===== config.mk =====
export PLATFORM = sky130hd
export DESIGN_NAME = pwm_cfg_loader_flat
export DESIGN_NICKNAME = d
export VERILOG_FILES = /design/src/rtl/pwm_cfg_loader_pkg.sv /design/src/rtl/pwm_cfg_loader_if.sv /design/src/rtl/pwm_sync_edge.sv /design/src/rtl/pwm_cfg_loader.sv /design/src/flat_wrapper.sv
export SDC_FILE = /design/constraint.sdc
export NUM_CORES = 1
export LEC_CHECK = 0
export CORE_ASPECT_RATIO = 1.1
export CORE_MARGIN = 10
export CORE_UTILIZATION = 51
export CTS_BUF_LIST = sky130_fd_sc_hd__clkbuf_8
export CTS_CLUSTER_SIZE = 16
export DETAILED_ROUTE_END_ITERATION = 16
export GPL_ROUTABILITY_DRIVEN = 0
export GPL_TIMING_DRIVEN = 0
export PLACE_DENSITY = 0.77
export SLEW_MARGIN = 20
export SYNTH_ARGS = -nofsm -noshare
export SYNTH_HDL_FRONTEND = slang
export SYNTH_SLANG_ARGS = --single-unit

===== constraint.sdc =====
create_clock -name clk -period 1.9 [get_ports clk]
set_clock_uncertainty 0.15 [all_clocks]
set_input_delay 0.19 -clock clk [delete_from_list [all_inputs] [get_ports clk]]
set_output_delay 0.19 -clock clk [all_outputs]
set_load 0.05 [all_outputs]

===== src/rtl/pwm_cfg_loader_pkg.sv =====
// Shared definitions for the serial PWM configuration loader: FSM encoding,
// frame layout and the duty clamp used when decoding duty frames.
package pwm_cfg_loader_pkg;

   typedef enum logic [1:0] {
      ST_IDLE  = 2'd0,
      ST_SHIFT = 2'd1,
      ST_CHECK = 2'd2,
      ST_WRITE = 2'd3
   } state_e;

   localparam int FRAME_BITS = 16;
   localparam int DUTY_MAX   = 100;
   localparam int SEL_BIT    = 15;
   localparam int DATA_MSB   = 11;
   localparam int DATA_LSB   = 0;
   localparam int DUTY_MSB   = 6;
   localparam int CFG_W      = 12;
   localparam int CNT_W      = 5;

   // Duty is a percentage; anything above DUTY_MAX is pinned to 100 %.
   function automatic logic [CFG_W-1:0] clamp_duty(input logic [DUTY_MSB:0] raw);
      if (int'(raw) > DUTY_MAX) return CFG_W'(DUTY_MAX);
      else                      return CFG_W'(raw);
   endfunction

endpackage


===== src/rtl/pwm_cfg_loader_if.sv =====
// Serial frame inputs and the register-write port toward the PWM generator.
// cfg_wr_en is a one-cycle strobe; cfg_in/cfg_sel are valid while it is high
// and hold afterwards. There is no back-pressure: the consumer must take every strobe.
interface pwm_cfg_loader_if;
   import pwm_cfg_loader_pkg::*;

   logic             sclk;
   logic             sdi;
   logic             cs_n;
   logic [CFG_W-1:0] cfg_in;
   logic             cfg_sel;
   logic             cfg_wr_en;

   modport master (
      output sclk, sdi, cs_n,
      input  cfg_in, cfg_sel, cfg_wr_en
   );

   modport slave (
      input  sclk, sdi, cs_n,
      output cfg_in, cfg_sel, cfg_wr_en
   );

endinterface


===== src/rtl/pwm_sync_edge.sv =====
// Multi-flop synchronizer for one asynchronous input with registered
// rise/fall pulses taken from the synchronized level.
module pwm_sync_edge
   import pwm_cfg_loader_pkg::*;
#(
   parameter int   STAGES    = 2,
   parameter logic RESET_VAL = 1'b0
) (
   input  logic clk,
   input  logic rst_n,
   input  logic din,
   output logic level,
   output logic rise,
   output logic fall
);

   logic [STAGES-1:0] sync_q, sync_d;
   logic              prev_q;
   logic              rise_q, rise_d;
   logic              fall_q, fall_d;

   always_comb begin
      sync_d    = sync_q;
      sync_d[0] = din;
      for (int i = 1; i < STAGES; i++) begin
         sync_d[i] = sync_q[i-1];
      end
      rise_d = sync_q[STAGES-1] & ~prev_q;
      fall_d = ~sync_q[STAGES-1] & prev_q;
   end

   always_ff @(posedge clk or negedge rst_n) begin
      if (!rst_n) begin
         sync_q <= {STAGES{RESET_VAL}};
         prev_q <= RESET_VAL;
         rise_q <= 1'b0;
         fall_q <= 1'b0;
      end else begin
         sync_q <= sync_d;
         prev_q <= sync_q[STAGES-1];
         rise_q <= rise_d;
         fall_q <= fall_d;
      end
   end

   assign level = sync_q[STAGES-1];
   assign rise  = rise_q;
   assign fall  = fall_q;

endmodule


===== src/rtl/pwm_cfg_loader.sv =====
// Receives 16-bit serial frames (MSB first) and turns valid ones into a single
// duty or period register write, raising sticky flags for rejected frames.
module pwm_cfg_loader #(
   parameter int SYNC_STAGES = 2,
   parameter int FRAME_BITS  = pwm_cfg_loader_pkg::FRAME_BITS
) (
   input  logic                       clk,
   input  logic                       rst_n,
   pwm_cfg_loader_if.slave            bus,
   input  logic                       err_clr,
   output logic                       busy,
   output logic                       frame_err,
   output logic                       range_err,
   output logic                       duty_sat,
   output pwm_cfg_loader_pkg::state_e dbg_state
);
   import pwm_cfg_loader_pkg::*;

   localparam logic [CNT_W-1:0] CNT_FULL = CNT_W'(FRAME_BITS);
   localparam logic [CNT_W-1:0] CNT_MAX  = CNT_W'(FRAME_BITS + 1);

   logic sclk_rise, sdi_lvl, cs_rise, cs_fall;
   logic sclk_lvl_unused, sclk_fall_unused;
   logic sdi_rise_unused, sdi_fall_unused, cs_lvl_unused;

   pwm_sync_edge #(.STAGES(SYNC_STAGES), .RESET_VAL(1'b0)) u_sync_sclk (
      .clk(clk), .rst_n(rst_n), .din(bus.sclk),
      .level(sclk_lvl_unused), .rise(sclk_rise), .fall(sclk_fall_unused)
   );

   pwm_sync_edge #(.STAGES(SYNC_STAGES), .RESET_VAL(1'b0)) u_sync_sdi (
      .clk(clk), .rst_n(rst_n), .din(bus.sdi),
      .level(sdi_lvl), .rise(sdi_rise_unused), .fall(sdi_fall_unused)
   );

   // cs_n idles high, so its synchronizer resets high to avoid a false frame start.
   pwm_sync_edge #(.STAGES(SYNC_STAGES), .RESET_VAL(1'b1)) u_sync_cs (
      .clk(clk), .rst_n(rst_n), .din(bus.cs_n),
      .level(cs_lvl_unused), .rise(cs_rise), .fall(cs_fall)
   );

   state_e                state_q, state_d;
   logic [FRAME_BITS-1:0] sr_q, sr_d;
   logic [CNT_W-1:0]      cnt_q, cnt_d;
   logic [CFG_W-1:0]      cfg_in_q, cfg_in_d;
   logic                  cfg_sel_q, cfg_sel_d;
   logic                  wr_en_q, wr_en_d;
   logic                  busy_q, busy_d;
   logic                  ferr_q, ferr_d;
   logic                  rerr_q, rerr_d;
   logic                  dsat_q, dsat_d;

   always_comb begin
      state_d   = state_q;
      sr_d      = sr_q;
      cnt_d     = cnt_q;
      cfg_in_d  = cfg_in_q;
      cfg_sel_d = cfg_sel_q;
      wr_en_d   = 1'b0;
      // Clear first so a coincident set below takes priority.
      ferr_d    = ferr_q & ~err_clr;
      rerr_d    = rerr_q & ~err_clr;
      dsat_d    = dsat_q & ~err_clr;

      case (state_q)
         ST_IDLE: begin
            if (cs_fall) begin
               state_d = ST_SHIFT;
               sr_d    = '0;
               cnt_d   = '0;
            end
         end
         ST_SHIFT: begin
            if (sclk_rise) begin
               sr_d = {sr_q[FRAME_BITS-2:0], sdi_lvl};
               if (cnt_q != CNT_MAX) cnt_d = cnt_q + CNT_W'(1);
            end
            if (cs_rise) state_d = ST_CHECK;
         end
         ST_CHECK: begin
            if (cnt_q != CNT_FULL) begin
               ferr_d  = 1'b1;
               state_d = ST_IDLE;
            end else if (sr_q[SEL_BIT]) begin
               if (sr_q[DATA_MSB:DATA_LSB] == '0) begin
                  rerr_d  = 1'b1;
                  state_d = ST_IDLE;
               end else begin
                  cfg_in_d  = sr_q[DATA_MSB:DATA_LSB];
                  cfg_sel_d = 1'b1;
                  wr_en_d   = 1'b1;
                  state_d   = ST_WRITE;
               end
            end else begin
               cfg_in_d  = clamp_duty(sr_q[DUTY_MSB:0]);
               cfg_sel_d = 1'b0;
               wr_en_d   = 1'b1;
               state_d   = ST_WRITE;
               if (int'(sr_q[DUTY_MSB:0]) > DUTY_MAX) dsat_d = 1'b1;
            end
         end
         ST_WRITE: begin
            state_d = ST_IDLE;
         end
         default: begin
            state_d = ST_IDLE;
         end
      endcase

      busy_d = (state_d != ST_IDLE);
   end

   always_ff @(posedge clk or negedge rst_n) begin
      if (!rst_n) begin
         state_q   <= ST_IDLE;
         sr_q      <= '0;
         cnt_q     <= '0;
         cfg_in_q  <= '0;
         cfg_sel_q <= 1'b0;
         wr_en_q   <= 1'b0;
         busy_q    <= 1'b0;
         ferr_q    <= 1'b0;
         rerr_q    <= 1'b0;
         dsat_q    <= 1'b0;
      end else begin
         state_q   <= state_d;
         sr_q      <= sr_d;
         cnt_q     <= cnt_d;
         cfg_in_q  <= cfg_in_d;
         cfg_sel_q <= cfg_sel_d;
         wr_en_q   <= wr_en_d;
         busy_q    <= busy_d;
         ferr_q    <= ferr_d;
         rerr_q    <= rerr_d;
         dsat_q    <= dsat_d;
      end
   end

   assign bus.cfg_in    = cfg_in_q;
   assign bus.cfg_sel   = cfg_sel_q;
   assign bus.cfg_wr_en = wr_en_q;
   assign busy          = busy_q;
   assign frame_err     = ferr_q;
   assign range_err     = rerr_q;
   assign duty_sat      = dsat_q;
   assign dbg_state     = state_q;

endmodule


===== src/flat_wrapper.sv =====
// flat-port wrapper written by rule: the top's interface ports become plain ports
module pwm_cfg_loader_flat import pwm_cfg_loader_pkg::*;
#(
   parameter int SYNC_STAGES = 2,
   parameter int FRAME_BITS  = pwm_cfg_loader_pkg::FRAME_BITS
)
  (clk, rst_n, err_clr, busy, frame_err, range_err, duty_sat, dbg_state, bus_sclk, bus_sdi, bus_cs_n, bus_cfg_in, bus_cfg_sel, bus_cfg_wr_en);
  pwm_cfg_loader_if bus_i ();
  input  logic clk;
  input  logic rst_n;
  input  logic err_clr;
  output logic busy;
  output logic frame_err;
  output logic range_err;
  output logic duty_sat;
  output pwm_cfg_loader_pkg::state_e dbg_state;
  input wire logic [$bits(bus_i.sclk)-1:0] bus_sclk;
  input wire logic [$bits(bus_i.sdi)-1:0] bus_sdi;
  input wire logic [$bits(bus_i.cs_n)-1:0] bus_cs_n;
  output wire logic [$bits(bus_i.cfg_in)-1:0] bus_cfg_in;
  output wire logic [$bits(bus_i.cfg_sel)-1:0] bus_cfg_sel;
  output wire logic [$bits(bus_i.cfg_wr_en)-1:0] bus_cfg_wr_en;
  assign bus_i.sclk = bus_sclk;
  assign bus_i.sdi = bus_sdi;
  assign bus_i.cs_n = bus_cs_n;
  assign bus_cfg_in = bus_i.cfg_in;
  assign bus_cfg_sel = bus_i.cfg_sel;
  assign bus_cfg_wr_en = bus_i.cfg_wr_en;
  pwm_cfg_loader #(.SYNC_STAGES(SYNC_STAGES), .FRAME_BITS(FRAME_BITS)) u_core (.clk(clk), .rst_n(rst_n), .bus(bus_i), .err_clr(err_clr), .busy(busy), .frame_err(frame_err), .range_err(range_err), .duty_sat(duty_sat), .dbg_state(dbg_state));
endmodule

# Word-level counts from Yosys, hierarchy flattened
# Cells that the tools add are included.
# classes
n_addsub,1
mul,0
n_div,0
n_lt_le_gt_ge,1
eq_ne,9
n_shift,0
mux,32
bitwise_logic,11
reduce_logical,7
# ops
cell,n
16-bit two-way mux,2
16-bit one-hot mux with 2 select lines,1
12-bit two-way mux,2
1-bit two-way mux,16
5-bit two-way mux,3
12-bit zero test,1
2-bit two-way mux,5
"5-bit inequality test, second input constant",2
5-bit one-hot mux with 2 select lines,1
2-bit one-hot mux with 4 select lines,1
"7-bit greater-than comparator, second input constant",1
7-bit two-way mux,1
1-bit bitwise AND,6
"2-bit inequality test, second input constant",3
3-bit AND reduction,2
"5-bit by 1-bit adder with 5-bit output, second input constant",1
1-bit inverter,5
"2-bit == test, second input constant",2
4-bit AND reduction,1
2-bit nonzero test,2
"2-bit by 1-bit == test with 1-bit output, second input constant",1
2-bit zero test,1
"2-bit by 1-bit inequality test with 1-bit output, second input constant",1
# word_totals
reg_bits,52
latch_bits,0
ram_bits,0
rom_bits,0
inputBits,6
output_inout_bits,20
mem_count,0

# Longest topological paths before layout
# Gate-level depths: netlist (run 1).
# logic_depth
depth_word,6
ltp_mapped,7

# Hierarchy
# Synthesis (run 1) repeated with hierarchy kept, for this count alone.
# hier_totals
hier_cells,169
area_unflattened_um2,2180.8
# by_module_without_submodules
mod,instances,cells_per_inst,area_per_inst_um2,seq_area_each_um2
pwm_cfg_loader,1,148,1756.7,1026.0
pwm_sync_edge (u_core.u_sync_sclk ...),2,7,140.1,125.1
pwm_sync_edge (u_core.u_sync_cs),1,7,143.9,128.9

# Worst setup path after synthesis (run 1)
# OpenSTA, ideal clock, no wires.
# synth_timing
path_type,reg2reg
startpoint,register u_core.state_q[0] (netlist: u_core.dbg_state[0])
endpoint,register u_core.cnt_q[2]
setup_time_ns,0.120
t_arrival_ns,1.781
setup_slack_ns,-0.151
stages_incl_launch_ff,5
period_less_slack_ns,2.051
path_cell_list,dfrtp_1 > mux2i_1 > nor2_2 > o41a_1 > a31o_2
# synth_between
elab_chain_cells,3
# synth_lines
element,line_no,rtl
"start, declared",pwm_cfg_loader.sv:42,"state_e state_q, state_d;"
"start signal, assigned",pwm_cfg_loader.sv:126,state_q <= state_d;
2-bit by 1-bit == test with 1-bit output / 2-bit zero test (equally long branches),pwm_cfg_loader.sv:65,case (state_q)
"2-bit by 1-bit inequality test with 1-bit output (no source line), or another cell as far along",n/a,
4-bit AND reduction (no source line),n/a,
"end signal, assigned",pwm_cfg_loader.sv:128,cnt_q <= cnt_d;
"end, declared",pwm_cfg_loader.sv:44,"logic [CNT_W-1:0] cnt_q, cnt_d;"
# Parallel ways exist; a longest one is shown, timed or not.
# A chain may end at the register's enable or synchronous reset.

# Worst setup path in the final report (run 1)
# layout_timing
startpoint,register u_core.cfg_in_q[9] (netlist: u_core.bus.cfg_in[9])
endpoint,output bus_cfg_in[9]
# layout_lines
element,line_no,rtl
"start, declared",pwm_cfg_loader.sv:45,"logic [CFG_W-1:0] cfg_in_q, cfg_in_d;"
"start signal, assigned",pwm_cfg_loader.sv:129,cfg_in_q <= cfg_in_d;
"end, declared",flat_wrapper.sv:20,output wire logic [$bits(bus_i.cfg_in)-1:0] bus_cfg_in;
# No word-level cell between the ends.

==> results of run 1 <==
[power by group]
group          internal (mW)  total, mW  switching [mW]
Clock                  0.257      0.610           0.353
Combinational          0.148      0.408           0.260
Sequential              1.18       1.24          0.0656
[flip-flops by register name, indices dropped and copies added, names as in the netlist, 2 cells and up]
signal	count
u_core.sr_q	16
u_core.bus.cfg_in	12
u_core.cnt_q	5
u_core.dbg_state	2
u_core.u_sync_cs.sync_q	2
u_core.u_sync_sclk.sync_q	2
u_core.u_sync_sdi.sync_q	2
[cells in the final DEF, fill, tap and decap left out, types with 2 or more instances in the layout]
master and instances:
a22o_1 2, a21bo_2 2, xnor2_1 2, nor4_1 3
nor3_1 3, dfrtp_1 47, a21o_1 4, nand4_1 3
nor2_1 6, o2bb2ai_1 2, clkbuf_8 5, nand2_1 27
clkinv_2 2, dfrtp_2 2, and3_1 3, nor2b_1 6
dlygate4sd2_1 2, o21ai_0 16, inv_1 8, buf_4 4
ha_1 3, clkbuf_1 4, nand3_1 17, mux2_2 4
clkdlybuf4s50_1 22, dfstp_2 3, mux2i_1 4
[per-stage QoR]
step                utilization  setup WS, ps
finish                    0.649          71.2
global route              0.649          9.10
CTS                       0.643          59.0
detailed placement        0.614          -242
global placement          0.615         -1160
floorplan                     -          35.8
[layer usage]
layer | track usage | vias to the layer above
met3 | 0.0410 | 5
met2 | 0.202 | 39
met1 | 0.146 | 708
met4 | 0.0511 | 0
met5 | 0 | -
li1 | - | 727
[worst paths after layout]
check / start / end / slack (ps) / depth (start not counted)
max reg2reg: u_core.sr_q[4] / u_core.bus.cfg_in[1] / 100 / 4
max: u_core.bus.cfg_in[9] / bus_cfg_in[9] / 70 / 1
min: bus_cs_n / u_core.u_sync_cs.sync_q[0] / 140 / 1
min reg2reg: u_core.u_sync_sclk.sync_q[0] / u_core.u_sync_sclk.sync_q[1] / 210 / 0
min in group asynchronous: rst_n / u_core.u_sync_sdi.sync_q[1] / 290 / 2
max in group asynchronous: rst_n / u_core.dbg_state[0] / 870 / 2
[what timing repair did]
item                                    CTS  global route
endpoints found under the setup margin   19            10
pin swaps                                 2             1
hold buffers                              1             0
gates resized for setup                   3             3
endpoints found under the hold margin    49             0
setup buffers                             2             1
[cells by family (layout without fill, tap and decap cells)]
group / after synthesis / after routing / synth area share
AOI/OAI and AO/OA: 31 / 31 / 0.0980
xor gates and xnor gates: 2 / 2 / 0.00821
adders and majority gates: 3 / 3 / 0.0176
buffers and inverters: 15 / 52 / 0.0305
DFF: 52 / 52 / 0.612
muxes: 9 / 9 / 0.0446
and+or+nand+nor: 77 / 77 / 0.189
[final cells by class]
type | count | share of cell area
clock buffers | 5 | 0.0266
flip-flops and latches | 52 | 0.505
multi-input cells | 122 | 0.304
inverters | 8 | 0.0116
well taps | 52 | 0.0251
clock inverters | 3 | 0.00724
repair buffers | 29 | 0.107
plain buffers | 7 | 0.0140
==> Implementation_results.wiki, run 1 <==
{| class="wikitable"
! Metric !! Value
|-
| Total of fill cells in the finished design || slightly below 300
|-
| Main synth FF type || dfrtp_1
|-
| Detailed route wirelength on metal2 || 1880 um
|-
| Final net count || 234
|-
| Setup repair after global routing missed its margin || no
|-
| Post-detailed-placement half-perimeter wirelength || between 2000 and 3000 um
|-
| All-Layer GR Usage || 0.124
|-
| Floorplan die width || slightly above 80 um
|-
| CTS clock-pin slew for the worst setup and hold paths || approximately 90 ps
|-
| Initial cell density of the core || 0.534
|-
| Max frequency || between 0.5 and 0.6 GHz
|-
| Crit path max-delay cell type || clkdlybuf4s50_1
|-
| Tmin final || around 1800 ps
|-
| Area of the core region || between 0.003 and 0.004 mm^2
|-
| Post-synthesis cell type with the largest combined area || dfrtp_1
|-
| Final-report setup violation count || 0
|-
| Leakage || 1.28 nW
|-
| Required time worst endpoint || 1560 ps
|-
| Result of the run || complete, no violations
|-
| H-tree Lvls || 2
|-
| Worst-Margin Slew || 618 ps
|-
| Ratio of final minimum period to clock period || 0.963
|-
| Most instantiated library cell after synthesis || dfrtp_1
|-
| Root Driver || clkbuf_8
|-
| Max Transition Viols Final || 0
|-
| Critical path peak fanout || 2
|-
| Final non-filler cell total || approximately 280
|-
| Number of flops mapped to enable cells by yosys || 0
|-
| Maximum resistive drop on vdd || ~0.00064 V
|-
| I/O Buffers || 25
|-
| Via count of the first global-routing pass || about 1500
|-
| Cell area after synthesis || approximately 0.0021 mm^2
|-
| Die Outline Area || around 0.0072 mm^2
|-
| Synth Net Count || a little under 200
|-
| Commonest cells post-synth || dfrtp_1 (49), nand2_1 (27), nand3_1 (17)
|-
| Wire length the detailed router placed on met1 || approximately 1700 um
|-
| Synthesized instance count || around 190
|-
| Cell class contributing the biggest share of worst-path delay || buffers and inverters
|-
| Residual DRC || 0
|-
| Max Cap Viol || 0
|-
| Mean post-synth cell area || between 10 and 15 um^2
|-
| Register bit count reported by yosys || 52
|-
| Antenna violations before repair || 0
|-
| Via density || about 5.3
|-
| Type of origin of the critical path || register
|-
| Critical setup path kind || reg -> out
|-
| CP cell instances || clkdlybuf4s50_1
|-
| Min-delay worst type || in -> reg
|-
| Via count of the routed design || approximately 1500
|-
| Global route overflow || 0
|-
| Arrival @ worst endpoint || approximately 1500 ps
|-
| Area share of the largest cell type after synthesis || 0.575
|-
| Layout cells sized above 1 || 0.146
|-
| Global-route wire length before repair || 6920 um
|-
| Synthesis Warnings || 0
|-
| Buffers & Inverters on Critical Path || 1
|-
| Post-Layout Inst Area || between 0.002 and 0.003 mm^2
|-
| DRT Pass-1 Iters || 6
|-
| Routed Antenna Nets || 0
|-
| Post-route setup TNS || 0 ps
|-
| Hold_ws || about 140 ps
|-
| Number of rows created at floorplan || 24
|-
| Netlist cell types || 37
|-
| Clock insertion delay at the later pin of the skew report || about 310 ps
|-
| Sequential element share of the synthesized area || 0.612
|-
| Clock tree from TritonCTS || built
|-
| Wire per inst || 14.5 um
|-
| Power, Total || 2.26 mW
|-
| Delay of the slowest critical-path stage || between 800 and 900 ps
|-
| Total count of hold-check failures in the final report || 0
|-
| Register area || roughly 0.0013 mm^2
|-
| Type of destination of the critical path || output pin
|-
| Relative slew slack || 0.588
|-
| First DRT Iteration DRCs || roughly 130
|-
| Leading cell types by total area after synthesis || dfrtp_1 (57%), nand2_1 (4.8%), nand3_1 (4.0%)
|-
| I/O pin count || 26
|-
| Total power per unit cell area || roughly 870 mW/mm^2
|-
| Share of flip-flops with an asynchronous set or reset after synthesis || 1.00
|-
| Area of the multi-input gates || between 700 and 800 um^2
|-
| Highest signal layer in the routed design || met4
|-
| Placed cell count || 266
|-
| Maximum number of pins on one net before global-route repair || 53
|-
| Number of buffers added by the clock tree synthesis step || 5
|-
| Area delta synth->final || 21.5%
|-
| Total length of routed met3 wires || roughly 340 um
|-
| Cell area reported after detailed placement || approximately 0.0025 mm^2
|-
| Final Routed Wirelength || 4020 um
|-
| Die Y-Extent || 87.8 um
|-
| Count of clock tree sinks || 52
|-
| Antenna diode count || 0
|-
| Buffer levels on the longest clock path || 2
|}
Power figures use the tool's default switching activity.
==> run 2: changes to the inputs <==
--- a/config.mk
+++ b/config.mk
@@ -5,6 +5,7 @@
 export SDC_FILE = /design/constraint.sdc
 export NUM_CORES = 1
 export LEC_CHECK = 0
+export CAP_MARGIN = 40
 export CORE_ASPECT_RATIO = 1.1
 export CORE_MARGIN = 10
 export CORE_UTILIZATION = 51
==> results of run 2 <==
Final layout, timing and power as in run 1 (identical DEF).
==> run 3: changes to the inputs <==
--- a/config.mk
+++ b/config.mk
@@ -6,15 +6,13 @@
 export NUM_CORES = 1
 export LEC_CHECK = 0
 export CAP_MARGIN = 40
-export CORE_ASPECT_RATIO = 1.1
 export CORE_MARGIN = 10
-export CORE_UTILIZATION = 51
+export CORE_UTILIZATION = 35
 export CTS_BUF_LIST = sky130_fd_sc_hd__clkbuf_8
 export CTS_CLUSTER_SIZE = 16
 export DETAILED_ROUTE_END_ITERATION = 16
 export GPL_ROUTABILITY_DRIVEN = 0
 export GPL_TIMING_DRIVEN = 0
-export PLACE_DENSITY = 0.77
 export SLEW_MARGIN = 20
 export SYNTH_ARGS = -nofsm -noshare
 export SYNTH_HDL_FRONTEND = slang
==> run 3 against run 2 <==
Effect of this change: clock-buffer cell count is 1 higher; cell area up 2.4%; maximum frequency down 0.13%; critical path depth unchanged; flip-flop and latch count is the same; utilization is 20 points lower; first-iteration DRC count down 34%; critical path type unchanged; largest power group unchanged.
==> Implementation_results.wiki, run 3 (synthesis gave the netlist of run 1 again) <==
{| class="wikitable"
! Metric !! Value
|-
| Wire per inst || between 10 and 15 um
|-
| Floorplan die width || 98.1 um
|-
| Final non-filler cell total || 301
|-
| Leading cell type in the layout, fill and taps excluded || dfrtp_1
|-
| Final Routed Wirelength || between 4000 and 5000 um
|-
| Placed cell count || 289
|-
| Count of clock tree sinks || 52
|-
| Power, Total || about 2.4 mW
|-
| Met2 capacity usage during global routing || 0.132
|-
| Clock tree from TritonCTS || built
|-
| Number of rows created at floorplan || 28
|-
| Relative slew slack || 0.573
|-
| Critical path peak fanout || 2
|-
| Root Driver || clkbuf_8
|-
| Most Used Layer, Global Route || met2
|-
| Min-delay worst type || in -> reg
|-
| Critical setup path kind || reg -> out
|-
| Routing usage on met1 || 0.102
|-
| Maximum number of pins on one net before global-route repair || 53
|-
| Residual DRC || 0
|-
| Ratio of final minimum period to clock period || 0.964
|-
| Clock insertion delay at the later pin of the skew report || 320 ps
|-
| Antenna diode count || 0
|-
| Final-report setup violation count || 0
|-
| Area of the core region || about 0.006 mm^2
|-
| GRT met3 Usage || 0.0437
|-
| Result of the run || complete, no violations
|-
| Die Y-Extent || about 100 um
|-
| Tmin final || roughly 1800 ps
|-
| Global route overflow || 0
|-
| Worst-Margin Slew || between 600 and 700 ps
|-
| Number of logic stages on the critical path including buffering || 1
|-
| Reg2reg start || u_core.sr_q[4]
|-
| Maximum resistive drop on vdd || between 0.0003 and 0.0004 V
|-
| Buffers & Inverters on Critical Path || 1
|-
| Depth of the worst register-to-register path || 5
|-
| Max frequency || 0.546 GHz
|-
| Area delta synth->final || 24.4%
|-
| Antenna violations before repair || 0
|-
| Post-detailed-placement half-perimeter wirelength || approximately 2800 um
|-
| Die Outline Area || 0.00962 mm^2
|-
| H-tree Lvls || 2
|-
| Max Cap Viol || 0
|-
| Total of fill cells in the finished design || roughly 560
|-
| CP cell instances || clkdlybuf4s50_1
|-
| Total power per unit cell area || around 920 mW/mm^2
|-
| All-Layer GR Usage || 0.0875
|-
| Max Transition Viols Final || 0
|-
| Total count of hold-check failures in the final report || 0
|-
| Via density || 5.03
|-
| Top library cells by usage in the layout, fill and taps aside || dfrtp_1 (47), nand2_1 (27), clkdlybuf4s50_1 (22), nand3_1 (17), o21ai_0 (16)
|-
| Crit path max-delay cell type || clkdlybuf4s50_1
|-
| First DRT Iteration DRCs || between 80 and 90
|-
| Via count of the first global-routing pass || 1524
|-
| Routed Antenna Nets || 0
|-
| Hold Startpoint || bus_cs_n
|-
| Leakage || about 1.3 nW
|-
| Type of origin of the critical path || register
|-
| I/O Buffers || 25
|-
| Required time worst endpoint || 1560 ps
|-
| Post-layout util || 0.448
|-
| Buffer levels on the longest clock path || 2
|-
| Number of buffers added by the clock tree synthesis step || 5
|-
| Arrival @ worst endpoint || ~1500 ps
|-
| Largest Register || u_core.sr_q
|-
| Critical Path Source || u_core.bus.cfg_in[2]
|-
| Cell class contributing the biggest share of worst-path delay || buffers and inverters
|-
| Via count of the routed design || 1515
|-
| Layout cells sized above 1 || 0.146
|-
| Initial cell density of the core || 0.360
|-
| Delay of the slowest critical-path stage || approximately 810 ps
|-
| Final net count || ~230
|-
| Type of destination of the critical path || output pin
|-
| Flip-flop count of the largest register after layout || 16
|-
| CTS clock-pin slew for the worst setup and hold paths || 100 ps
|-
| Hold Crit Depth || 1
|-
| I/O pin count || 26
|-
| DRT Pass-1 Iters || 4
|-
| Global-route wire length before repair || slightly above 7000 um
|}
-- run 3: routing by layer --
layer	part of all wire	vias up	wire, um
met4	0.026	0	110
li1	-	724	-
met1	0.46	749	1920
met5	0	-	0
met3	0.073	11	304
met2	0.44	31	1830
-- run 3: final timing paths --
kind | end | slack [ps]
worst max-delay path | bus_cfg_in[2] | 70
worst min-delay path | u_core.u_sync_cs.sync_q[0] | 130
worst max register to register | u_core.bus.cfg_in[0] | 80
worst min register to register | u_core.u_sync_sclk.sync_q[1] | 210
max in group asynchronous | u_core.dbg_state[1] | 840
min in group asynchronous | u_core.bus.cfg_in[1] | 270
-- run 3: where the power goes --
group	total (mW)	switching, mW	internal (mW)
Clock	0.807	0.376	0.431
Sequential	1.25	0.0735	1.18
Combinational	0.392	0.256	0.136
Total	2.45	0.705	1.74
-- run 3: area by class of cell --
class,count,area [um^2],share of cell area
clock buffers,6,82.6,0.0311
inverters,8,30.0,0.0113
flip-flops and latches,52,1310,0.493
well taps,75,93.8,0.0354
plain buffers,7,36.3,0.0137
multi-input cells,122,787,0.297
clock inverters,2,38.8,0.0146
repair buffers,29,278,0.105
-- run 3: repair_timing --
item                                    4_1_cts  5_1_grt
endpoints found under the setup margin       19       23
setup buffers                                 3        0
pin swaps                                     2        0
hold buffers                                  1        0
resized for setup                             2        4
endpoints found under the hold margin        49        0
-- run 3: worst reg2reg max path: stages, from the launching register on --
cell	delay [ps]
dfrtp_1	450
nor4_2	360
nand4_1	130
buf_4	180
nand2_4	120
mux2_2	340
-- run 3: metrics by stage --
| stage | setup TNS (ps) | worst slack, ps | instance area, um^2 | hold slack (ps) |
|---|---|---|---|---|
| after floorplan | 0 | 35.8 | 2140 | -256 |
| after global placement | -56500 | -1250 | 2480 | 184 |
| after detailed placement | -3360 | -275 | 2480 | 118 |
| after CTS | 0 | 18.8 | 2630 | 121 |
| after global routing | -5.94 | -4.19 | 2650 | 123 |
| final | 0 | 68.8 | 2650 | 133 |
